`config.mk`:
```
export PLATFORM = sky130hd
export DESIGN_NAME = mem_access_unit
export DESIGN_NICKNAME = d
export VERILOG_FILES = /design/src/rtl/mem_access_pkg.sv /design/src/rtl/mem_access_align.sv /design/src/rtl/mem_access_unit.sv
export SDC_FILE = /design/constraint.sdc
export NUM_CORES = 1
export LEC_CHECK = 0
export BUFFER_PORTS_ARGS = -buffer_cell sky130_fd_sc_hd__buf_2
export CAP_MARGIN = 20
export CORE_ASPECT_RATIO = 0.8
export CORE_MARGIN = 1.5
export CORE_UTILIZATION = 52
export CTS_BUF_LIST = sky130_fd_sc_hd__clkbuf_2
export DETAILED_ROUTE_END_ITERATION = 10
export PLACE_DENSITY = 0.95
export SETUP_SLACK_MARGIN = 0.15
export SYNTH_ARGS = -nofsm -noshare
export SYNTH_HDL_FRONTEND = slang
export SYNTH_HIERARCHICAL = 1
export SYNTH_SLANG_ARGS = --single-unit
```
`constraint.sdc`:
```
create_clock -name clock -period 2.7 [get_ports clock]
set_clock_uncertainty 0.1 [all_clocks]
set_input_delay 0.27 -clock clock [delete_from_list [all_inputs] [get_ports clock]]
set_output_delay 0.27 -clock clock [all_outputs]
set_load 0.03 [all_outputs]
```
`src/rtl/mem_access_pkg.sv`:
```
// Shared types and helpers for the load/store adapter in front of the word RAM.
package mem_access_pkg;

  typedef enum logic [1:0] {
    SIZE_BYTE    = 2'b00,
    SIZE_HALF    = 2'b01,
    SIZE_WORD    = 2'b10,
    SIZE_ILLEGAL = 2'b11
  } size_e;

  typedef enum logic [1:0] {
    ERR_OK         = 2'b00,
    ERR_MISALIGNED = 2'b01,
    ERR_RANGE      = 2'b10,
    ERR_SIZE       = 2'b11
  } err_e;

  typedef enum logic [1:0] {
    IDLE    = 2'b00,
    ISSUE   = 2'b01,
    RESPOND = 2'b10
  } state_e;

  // Everything captured at the request handshake.
  typedef struct packed {
    logic        write;
    size_e       size;
    logic        is_unsigned;
    logic [31:0] address;
    logic [31:0] write_data;
    err_e        error;
  } req_t;

  // Byte lanes touched by an access of the given size at the given word offset.
  function automatic logic [3:0] lane_mask(size_e size, logic [1:0] offset);
    case (size)
      SIZE_BYTE: return 4'b0001 << offset;
      SIZE_HALF: return 4'b0011 << offset;
      SIZE_WORD: return 4'b1111;
      default:   return 4'b0000;
    endcase
  endfunction

endpackage

```
`src/rtl/mem_access_align.sv`:
```
// Load-data alignment: shift the addressed lanes down and sign/zero-extend.
module mem_access_align
  import mem_access_pkg::*;
(
  input  size_e       size,
  input  logic        is_unsigned,
  input  logic [1:0]  offset,
  input  logic [31:0] mem_read_data,
  output logic [31:0] load_data
);

  logic [31:0] shifted;

  // Only the low lanes of the shifted word are used, so stale upper lanes never leak.
  always_comb begin
    // NOTE: every output of a combinational block gets a default first, otherwise
    // a path that skips the assignment infers a latch.
    shifted   = mem_read_data >> {offset, 3'b000};
    load_data = '0;
    case (size)
      SIZE_BYTE: load_data = {{24{~is_unsigned & shifted[7]}}, shifted[7:0]};
      SIZE_HALF: load_data = {{16{~is_unsigned & shifted[15]}}, shifted[15:0]};
      SIZE_WORD: load_data = shifted;
      default:   load_data = '0;
    endcase
  end

endmodule

```
`src/rtl/mem_access_unit.sv`:
```
// Load/store request adapter: validates a request, issues one masked word access
// to the RAM, then returns one aligned and extended response.
module mem_access_unit
  import mem_access_pkg::*;
#(
  parameter int MEM_ADDRESS_BITS = 16
) (
  input  logic        clock,
  input  logic        reset,
  input  logic        req_valid,
  output logic        req_ready,
  input  logic        req_write,
  input  logic [1:0]  req_size,
  input  logic        req_unsigned,
  input  logic [31:0] req_address,
  input  logic [31:0] req_write_data,
  output logic        rsp_valid,
  input  logic        rsp_ready,
  output logic [31:0] rsp_read_data,
  output logic [1:0]  rsp_error,
  output logic [31:0] mem_address,
  output logic        mem_write_enable,
  output logic [3:0]  mem_write_mask,
  output logic [31:0] mem_write_data,
  output logic        mem_read_enable,
  output logic [3:0]  mem_read_mask,
  input  logic [31:0] mem_read_data
);

  state_e      state, next_state;
  req_t        req_q;
  err_e        req_error;
  logic        out_of_range;
  logic        handshake;
  logic [31:0] load_data;

  assign handshake    = req_valid & req_ready;
  assign out_of_range = {1'b0, req_address} >= (33'd1 << MEM_ADDRESS_BITS);

  // Classify the incoming request: illegal size beats misalignment beats range.
  always_comb begin
    req_error = ERR_OK;
    if (req_size == SIZE_ILLEGAL)
      req_error = ERR_SIZE;
    else if ((req_size == SIZE_HALF && req_address[0]) ||
             (req_size == SIZE_WORD && req_address[1:0] != 2'b00))
      req_error = ERR_MISALIGNED;
    else if (out_of_range)
      req_error = ERR_RANGE;
  end

  // State register.
  always_ff @(posedge clock) begin
    // NOTE: sequential state uses non-blocking assignments so every flop samples
    // pre-edge values regardless of statement order.
    if (reset) state <= IDLE;
    else       state <= next_state;
  end

  // Capture the request and its error code at the handshake.
  always_ff @(posedge clock) begin
    if (reset) begin
      req_q <= '0;
    end else if (handshake) begin
      req_q.write       <= req_write;
      req_q.size        <= size_e'(req_size);
      req_q.is_unsigned <= req_unsigned;
      req_q.address     <= req_address;
      req_q.write_data  <= req_write_data;
      req_q.error       <= req_error;
    end
  end

  // Next-state logic: one cycle in ISSUE, wait in RESPOND for the consumer.
  always_comb begin
    next_state = state;
    case (state)
      IDLE:    if (handshake) next_state = ISSUE;
      ISSUE:   next_state = RESPOND;
      RESPOND: if (rsp_ready) next_state = IDLE;
      default: next_state = IDLE;
    endcase
  end

  mem_access_align u_align (
    .size          (req_q.size),
    .is_unsigned   (req_q.is_unsigned),
    .offset        (req_q.address[1:0]),
    .mem_read_data (mem_read_data),
    .load_data     (load_data)
  );

  // Output decode; everything is held at zero while reset is asserted.
  always_comb begin
    req_ready        = 1'b0;
    rsp_valid        = 1'b0;
    rsp_read_data    = '0;
    rsp_error        = '0;
    mem_address      = '0;
    mem_write_enable = 1'b0;
    mem_write_mask   = '0;
    mem_write_data   = '0;
    mem_read_enable  = 1'b0;
    mem_read_mask    = '0;
    if (!reset) begin
      case (state)
        IDLE: req_ready = 1'b1;
        ISSUE: begin
          if (req_q.error == ERR_OK) begin
            mem_address = {req_q.address[31:2], 2'b00};
            if (req_q.write) begin
              mem_write_enable = 1'b1;
              mem_write_mask   = lane_mask(req_q.size, req_q.address[1:0]);
              case (req_q.size)
                SIZE_BYTE: mem_write_data = {4{req_q.write_data[7:0]}};
                SIZE_HALF: mem_write_data = {2{req_q.write_data[15:0]}};
                default:   mem_write_data = req_q.write_data;
              endcase
            end else begin
              mem_read_enable = 1'b1;
              mem_read_mask   = lane_mask(req_q.size, req_q.address[1:0]);
            end
          end
        end
        RESPOND: begin
          // No strobe here, so the RAM read buffer is stable and load data stays valid.
          rsp_valid = 1'b1;
          rsp_error = req_q.error;
          if (req_q.error == ERR_OK && !req_q.write) rsp_read_data = load_data;
        end
        default: ;
      endcase
    end
  end

endmodule
```
==> results by group, run 1 <==
Run status
  • Status: completed

Job
  • MaxCap Viol Count: 0

Finish
  • Filler cells: 573
  • Post-layout util: 76.07%
  • Area growth syn-to-layout: 42.88%
  • Multi-input gate area: between 2000 and 3000 um2
  • Number of diodes: 0
  • Share of cells above drive strength 1: about a third
  • Nets: 979
  • Sequential cell area: 1456 um2

GRT
  • Gr busiest metal: met2
  • Met3 Use GR: a little over a tenth
  • Antenna violations before repair: 0
  • Vias in the first global route: approximately 5,500
  • Total GRT Usage: a little under two fifths
  • Grt met2 use: 63.17%
  • Grt ovf: 0
  • Met1 Track Usage GR: 41.16%
  • Pin count of the biggest net entering global routing: 74
  • Global-route wire length before repair: 27.08 mm

STA
  • Fin. Hold Viols: 0
  • FMAX: 0.3998 GHz
  • Crit path time final: 2.501 ns
  • RSZ-0062 raised after global routing: true
  • Setup TNS: 0 ns
  • # setup viols final: 0
  • Pins over their slew limit: 0
  • Slew @ Worst Pin: 0.7065 ns
  • Max_slew headroom: 52.90%
  • Period utilization: 92.63%

Detailed routing
  • Via count: 5,855
  • DR vias/cell: 5.902
  • Per-cell routed wire length: 17.72 um
  • DRC viols: 0
  • Antenna Nets Post-Route: 0
  • DRT iter0 DRCs: 658
  • Final wirelength: about 18 mm
  • Drt first pass iters: 5

Pwr
  • Leakage power: 3.049 nW
  • Pwr dens: approximately 370 nW/um2
  • Worst VDD drop: approximately 0.32 mV
  • Total power: 2.365 mW

Worst setup path
  • Slowest CP cell: dfxtp_4
  • Worst EP required: 2.33 ns
  • Crit. End Element: output port
  • Critical path type: reg2out
  • Most used cell, CP: buf_4
  • Worst setup SP type: flop
  • Reg2reg end: req_q[26]$_SDFFE_PP0P_
  • Worst Setup SP: req_q[35]$_SDFFE_PP0P_
  • R2R Setup Slk: roughly 0.58 ns
  • Critical-path maximum fanout: 13
  • Worst r2r src: state[0]$_SDFFE_PP0P_
  • Crit path largest cell delay: 0.42 ns
  • Worst setup path end: rsp_read_data[18]
  • Worst path arrival time: 2.13 ns
  • Reg2Reg Depth: 4
  • Cells along the critical path: buf_4, nand2b_1, buf_4, o31ai_2, and3_1, buf_2

Yosys
  • Sequential area share after synthesis: 32.05%
  • Synth cell types: 44
  • Cells after synthesis: 621
  • Post-synth ARST share: 0%
  • Flops & latches, synth: slightly above 70
  • EDFF count, synth: 0
  • Synth Warn #: 6
  • Most used DFF post-synth: dfxtp_1
  • Synth Area per Inst: 7.241 um2
  • Mapped cell area: 4497 um2

Floorplanning
  • Die area: 9218 um2
  • Die height: 86.18 um
  • Die Width: 107.0 um
  • Initial Util: approximately 53%
  • I/O pins: 214
  • Row Count: 30
  • Core box area: 8446 um2

Clock tree
  • CTS clk-pin slew, worst paths: about 0.21 ns
  • CTS tree: built
  • Count of clock tree sinks: 72
  • H-tree levels: 3
  • Clk_lat worst skew: about 0.52 ns
  • CTS Buf Count: 9
  • Clk root buf: clkbuf_2
  • Clock Tree Buf Depth: 2

Placed design
  • I/O Buffers: 211
  • Post-DP HPWL: roughly 9.7 mm
  • Placer Congestion: 0.8912

Worst hold path
  • Hold/Removal Path Class: in2reg
## flip-flops by register name, indices dropped and copies added (netlist names)
signal / flops
state: 2
req_q: 70
## area by class of cell
class,count,share of cell area [%]
clock buffer,9,0.7011
multi-input combinational,484,42.30
tap,112,2.181
timing repair buffer,299,30.54
sequential,72,22.67
clock inverter,7,0.8569
inverter,8,0.6426
timing repair inverter,1,0.1168
## per-layer routing
metal  part of all wire [%]  vias up
met5                      0        -
met4                    5.9        0
met3                     10      119
met2                     47      441
met1                     36     2666
li1                       -     2629
## cell families (layout without fill, tap and decap cells)
| logic type | Yosys count | in the layout | synth area share (%) |
|---|---|---|---|
| xor gates and xnor gates | 2 | 2 | 0.3896 |
| buffers and inverters | 66 | 324 | 8.319 |
| and+or+nand+nor | 297 | 297 | 30.91 |
| other | 1 | 2 | 0.08339 |
| DFF | 72 | 72 | 32.05 |
| AOI/OAI and AO/OA | 141 | 141 | 18.39 |
| muxes | 42 | 42 | 9.850 |
## how the worst min path moves through the flow
| stage | start | cells after the start | slack [ns] | endpoint |
|---|---|---|---|---|
| 5_1_grt | reset | 3 | 0.04 | req_q[3]$_SDFFE_PP0P_ |
| 3_5_place_dp | req_q[54]$_SDFFE_PP0P_ | 2 | 0.34 | req_q[54]$_SDFFE_PP0P_ |
| 2_1_floorplan | req_address[2] | 2 | 0.31 | req_q[36]$_SDFFE_PP0P_ |
| 3_3_place_gp | req_q[63]$_SDFFE_PP0P_ | 2 | 0.34 | req_q[63]$_SDFFE_PP0P_ |
| 6_report | reset | 3 | 0.07 | req_q[35]$_SDFFE_PP0P_ |
| 4_1_cts | reset | 3 | 0.01 | req_q[12]$_SDFFE_PP0P_ |
## critical path: cells and delay by family, from the launching register on
kind,cells,cell delay [ns]
flip-flops,1,0.42
buffers and inverters,3,0.57
AO/OA/AOI/OAI,1,0.25
AND/OR/NAND/NOR,2,0.38
## cell usage in the layout, fill, tap and decap left out, types with 4 or more instances in the layout
cell,n
buf_2,196
nand2_1,161
a21oi_1,86
dlygate4sd3_1,69
dfxtp_1,68
and3_1,62
nor2_1,33
mux2i_1,32
buf_4,20
o21ai_0,17
a211oi_1,15
and2_1,10
clkbuf_2,9
mux2_2,8
nor2b_1,8
clkbuf_4,7
inv_1,6
buf_6,6
clkinvlp_4,5
nor4_1,5
o31ai_1,5
dfxtp_4,4
## cells in the mapped netlist (all sizes together), types with 2 or more instances
library cell	count	area (um2)
a21o	2	15.01
mux2i	34	352.8
nor2b	8	50.05
clkbuf	28	105.1
nand2	161	604.3
nand2b	3	18.77
a21oi	86	430.4
nor3b	3	27.52
buf	30	231.5
nor4	5	31.28
and2	10	62.56
inv	8	37.54
o21ai	23	133.9
dfxtp	72	1441
o31ai	8	70.06
a31oi	2	12.51
xnor2	2	17.52
nor3	5	35.03
and3	62	387.9
nor2	34	127.6
mux2	8	90.09
a211oi	15	112.6
## per-stage QoR
step                instance area (um2)  setup WS [ns]  instances  hold slack (ns)
finish                             6425         0.1989        992          0.06505
global route                       6425        0.06426        992          0.04166
CTS                                6330         0.1630        991          0.01051
detailed placement                 5499         0.5756        904           0.3429
global placement                   5499         0.5882        904           0.3380
floorplan                          4501         0.6474        622           0.3060
## timing repair
| item | 4_1_cts | 5_1_grt |
|---|---|---|
| resized for setup | 5 | 41 |
| setup buffers | 2 | 0 |
| hold buffers | 69 | 0 |
| gates cloned | 0 | 1 |
| pin swaps | 1 | 1 |
| endpoints found under the hold margin | 70 | 0 |
| setup endpoints to repair | 36 | 53 |
## where the power goes
group          switching [mW]  total [mW]  leakage [nW]  internal (mW)
Sequential             0.0482        1.16         0.590           1.12
Combinational           0.372       0.658          2.41          0.286
Clock                   0.415       0.543        0.0541          0.128
Total                   0.836        2.36          3.05           1.53
Note: power is estimated with default switching activity, not from simulation.
==> run 2, diff against run 1 <==
--- a/config.mk
+++ b/config.mk
@@ -5,6 +5,7 @@
 export SDC_FILE = /design/constraint.sdc
 export NUM_CORES = 1
 export LEC_CHECK = 0
+export ABC_AREA = 1
 export BUFFER_PORTS_ARGS = -buffer_cell sky130_fd_sc_hd__buf_2
 export CAP_MARGIN = 20
 export CORE_ASPECT_RATIO = 0.8
==> results by group, run 2 <==
Run status
  • Status: completed

Worst setup path
  • Worst r2r src: state[0]$_SDFFE_PP0P_
  • R2R Setup Slk: 0.89 ns (+0.31 ns)
  • Crit. End Element: output port
  • Critical path type: reg2out
  • Worst EP required: 2.33 ns (about the same)
  • Cells along the critical path: inv_8, nand2_1, nand2_1, nand3_2, nand3_1, nand2_1, nor2_1, buf_2
  • Slowest CP cell: dfxtp_2
  • Reg2reg end: req_q[14]$_SDFFE_PP0P_
  • Worst setup SP type: flop
  • Crit path largest cell delay: 0.43 ns (about the same)
  • Worst path arrival time: 2.15 ns (+0.02 ns)
  • Reg2Reg Depth: 5 (+1)
  • Most used cell, CP: nand2_1
  • Critical-path maximum fanout: 31 (+18)

Floorplanning
  • Row Count: 30 (unchanged)
  • Die height: 86.70 um (+0.60%)
  • Die Width: 107.6 um (+0.61%)
  • Die area: 9330 um2 (+1.2%)
  • Core box area: 8483 um2 (+0.44%)
  • I/O pins: 214 (unchanged)
  • Initial Util: 53.67% (+0.43 points)

Finish
  • Area growth syn-to-layout: 43.94%
  • Largest register FFs: 70 (unchanged)
  • Share of cells above drive strength 1: 28.96% (-2.6 points)
  • Most common cell after layout, fill and taps aside: buf_2
  • Filler cells: 624 (+8.9%)
  • Biggest regs: req_q (70), state (2)
  • Nets: 1,104 (+13%)
  • Post-route cell area: 6554 um2 (+2.0%)
  • Post-layout util: 77.26% (+1.2 points)
  • Non-Filler Instances: 1,118 (+13%)
  • Commonest non-fill, non-tap cells in the layout: buf_2, nand2_1, nor2_1
  • Largest reg by FF count: req_q

STA
  • Period utilization: 93.19% (+0.55 points)
  • Setup TNS: 0 ns (unchanged)
  • Fin. Hold Viols: 0 (unchanged)
  • RSZ-0062 raised after global routing: true
  • # setup viols final: 0 (unchanged)
  • Pins over their slew limit: 0 (unchanged)
  • Hold_ws: 0.01259 ns (-0.05246 ns)
  • Crit path time final: 2.516 ns (+0.01495 ns)
  • Final worst setup slack: 0.1840 ns (-0.01495 ns)
  • FMAX: 0.3974 GHz (-0.59%)

Placed design
  • Dpl ws: 0.5375 ns (-0.03807 ns)
  • Area after DPL: 5500 um2 (about the same)
  • Post-DP HPWL: 10.18 mm (+4.9%)
  • I/O Buffers: 211 (unchanged)
  • Placer Congestion: 0.9841 (+10%)
  • Placed cell count: 1,024 (+13%)

Job
  • MaxCap Viol Count: 0 (unchanged)

Pwr
  • Pwr dens: 424.7 nW/um2 (+15%)
  • Sw Share: 36.22% (+0.88 points)
  • Internal Power: 1.775 mW (+16%)
  • Combinational share of power: 31.6% (+3.8 points)
  • Worst VDD drop: 0.2989 mV (-7.9%)
  • Clock share of power: 26.1% (+3.1 points)
  • Psw: 1.008 mW (+21%)
  • Total power: 2.783 mW (+18%)
  • Reg power frac: 42.3% (-6.9 points)
  • Leakage power: 3.273 nW (+7.3%)

GRT
  • Antenna violations before repair: 1 (+1)
  • Vias in the first global route: 5,520 (-0.41%)
  • Total GRT Usage: 35.91% (-0.99 points)
  • Grt ovf: 0 (unchanged)
  • Global-route wire length before repair: 26.50 mm (-2.1%)
  • Met3 Use GR: 7.669% (-3.3 points)
  • Gr busiest metal: met2
  • Met1 Track Usage GR: 41.41% (+0.26 points)
  • Pin count of the biggest net entering global routing: 54 (-27%)
  • Grt met2 use: 63.29% (+0.12 points)

Worst hold path
  • Hold path startpoint: req_address[20]
  • Min-Delay Endpoint: req_q[54]$_SDFFE_PP0P_
  • Cells on Worst Hold Path: 3 (unchanged)
  • Hold/Removal Path Class: in2reg

Detailed routing
  • Drt first pass iters: 6 (+1)
  • DRC viols: 0 (unchanged)
  • Via count: 6,419 (+9.6%)
  • Per-cell routed wire length: 16.35 um (-7.7%)
  • DRT iter0 DRCs: 841 (+28%)
  • Antenna Nets Post-Route: 0 (unchanged)
  • Final wirelength: 18.28 mm (+4.0%)
  • DR vias/cell: 5.742 (-2.7%)

Clock tree
  • H-tree levels: 3 (unchanged)
  • Clock Tree Buf Depth: 2 (unchanged)
  • CTS tree: built
  • Count of clock tree sinks: 72 (unchanged)
  • Clk_lat worst skew: 0.50 ns (-0.02 ns)
  • CTS Buf Count: 9 (unchanged)
  • Clk root buf: clkbuf_2
  • CTS clk-pin slew, worst paths: 0.20 ns (about the same)

Yosys
  • Cells after synthesis: 745 (+20%)
  • Flops & latches, synth: 72 (unchanged)
  • Synth top area cells: dfxtp_1, nand2_1, nor2_1
  • Post-synth top area share: 31.66% (-0.40 points)
  • Synth Warn #: 6 (unchanged)
  • Mapped cell area: 4553 um2 (+1.3%)
  • Post-synth ARST share: 0% (unchanged)
  • Most used DFF post-synth: dfxtp_1
  • Most frequent cells after synthesis: nand2_1, nor2_1, a21oi_1
  • Synth cell types: 33 (-25%)
  • EDFF count, synth: 0 (unchanged)
  • Most common cell in the netlist: nand2_1
  • Synth Area per Inst: 6.112 um2 (-16%)
  • Synth area leader: dfxtp_1
  • Sequential area share after synthesis: 31.66% (-0.40 points)
-- run 2: worst max-delay path, delay by kind of cell, from the launching register on --
kind / cells / cell delay [ns]
buffers and inverters: 2 / 0.38
AND/OR/NAND/NOR: 6 / 0.85
flip-flops: 1 / 0.43
-- run 2: power groups by stage --
stage / combinational (mW) / clock [mW] / sequential, mW
6_report: 0.878 / 0.727 / 1.18
5_1_grt: 0.950 / 0.772 / 1.19
4_1_cts: 0.759 / 0.726 / 1.17
3_5_place_dp: 0.680 / 0 / 1.19
3_3_place_gp: 0.669 / 0 / 1.19
2_1_floorplan: 0.514 / 0 / 1.18
-- run 2: final cells by class --
type | instances | area [um2] | area share (%)
Antenna cell | 1 | 2.502 | 0.03818
Clock buffer | 10 | 50.05 | 0.7636
Clock inverter | 6 | 91.34 | 1.394
Inverter | 80 | 320.3 | 4.887
Multi-Input combinational cell | 542 | 2591 | 39.54
Sequential cell | 72 | 1455 | 22.20
Tap cell | 112 | 140.1 | 2.138
Timing Repair Buffer | 293 | 1889 | 28.83
Timing Repair inverter | 2 | 13.76 | 0.2100
-- run 2: worst max-delay path by stage --
stage | startpoint | end | slack (ns)
floorplan | state[0]$_SDFFE_PP0P_ | mem_write_data[11] | 0.74
global placement | req_q[68]$_SDFFE_PP0P_ | mem_write_data[11] | 0.53
detailed placement | req_q[68]$_SDFFE_PP0P_ | mem_write_data[12] | 0.54
CTS | req_q[34]$_SDFFE_PP0P_ | rsp_read_data[10] | 0.13
global route | req_q[34]$_SDFFE_PP0P_ | rsp_read_data[27] | 0.04
finish | req_q[34]$_SDFFE_PP0P_ | rsp_read_data[24] | 0.18
-- run 2: cell families after synthesis --
| family | Yosys count | share of synthesized area (%) |
|---|---|---|
| compound gates | 181 | 20.89 |
| buf+inv | 135 | 14.01 |
| flops | 72 | 31.66 |
| other cells | 1 | 0.08236 |
| simple gates | 356 | 33.36 |
-- run 2: layer usage --
layer / part of all wire [%] / wire, um
met1: 36 / 6566
met2: 47 / 8504
met3: 12 / 2245
met4: 5.3 / 962
met5: 0 / 0
-- run 2: repair_timing --
item	CTS	global route
hold buffers	64	1
setup buffers	1	6
pin swaps	1	4
endpoints found under the setup margin	39	70
cloned	0	5
resized for setup	6	43
endpoints found under the hold margin	64	1
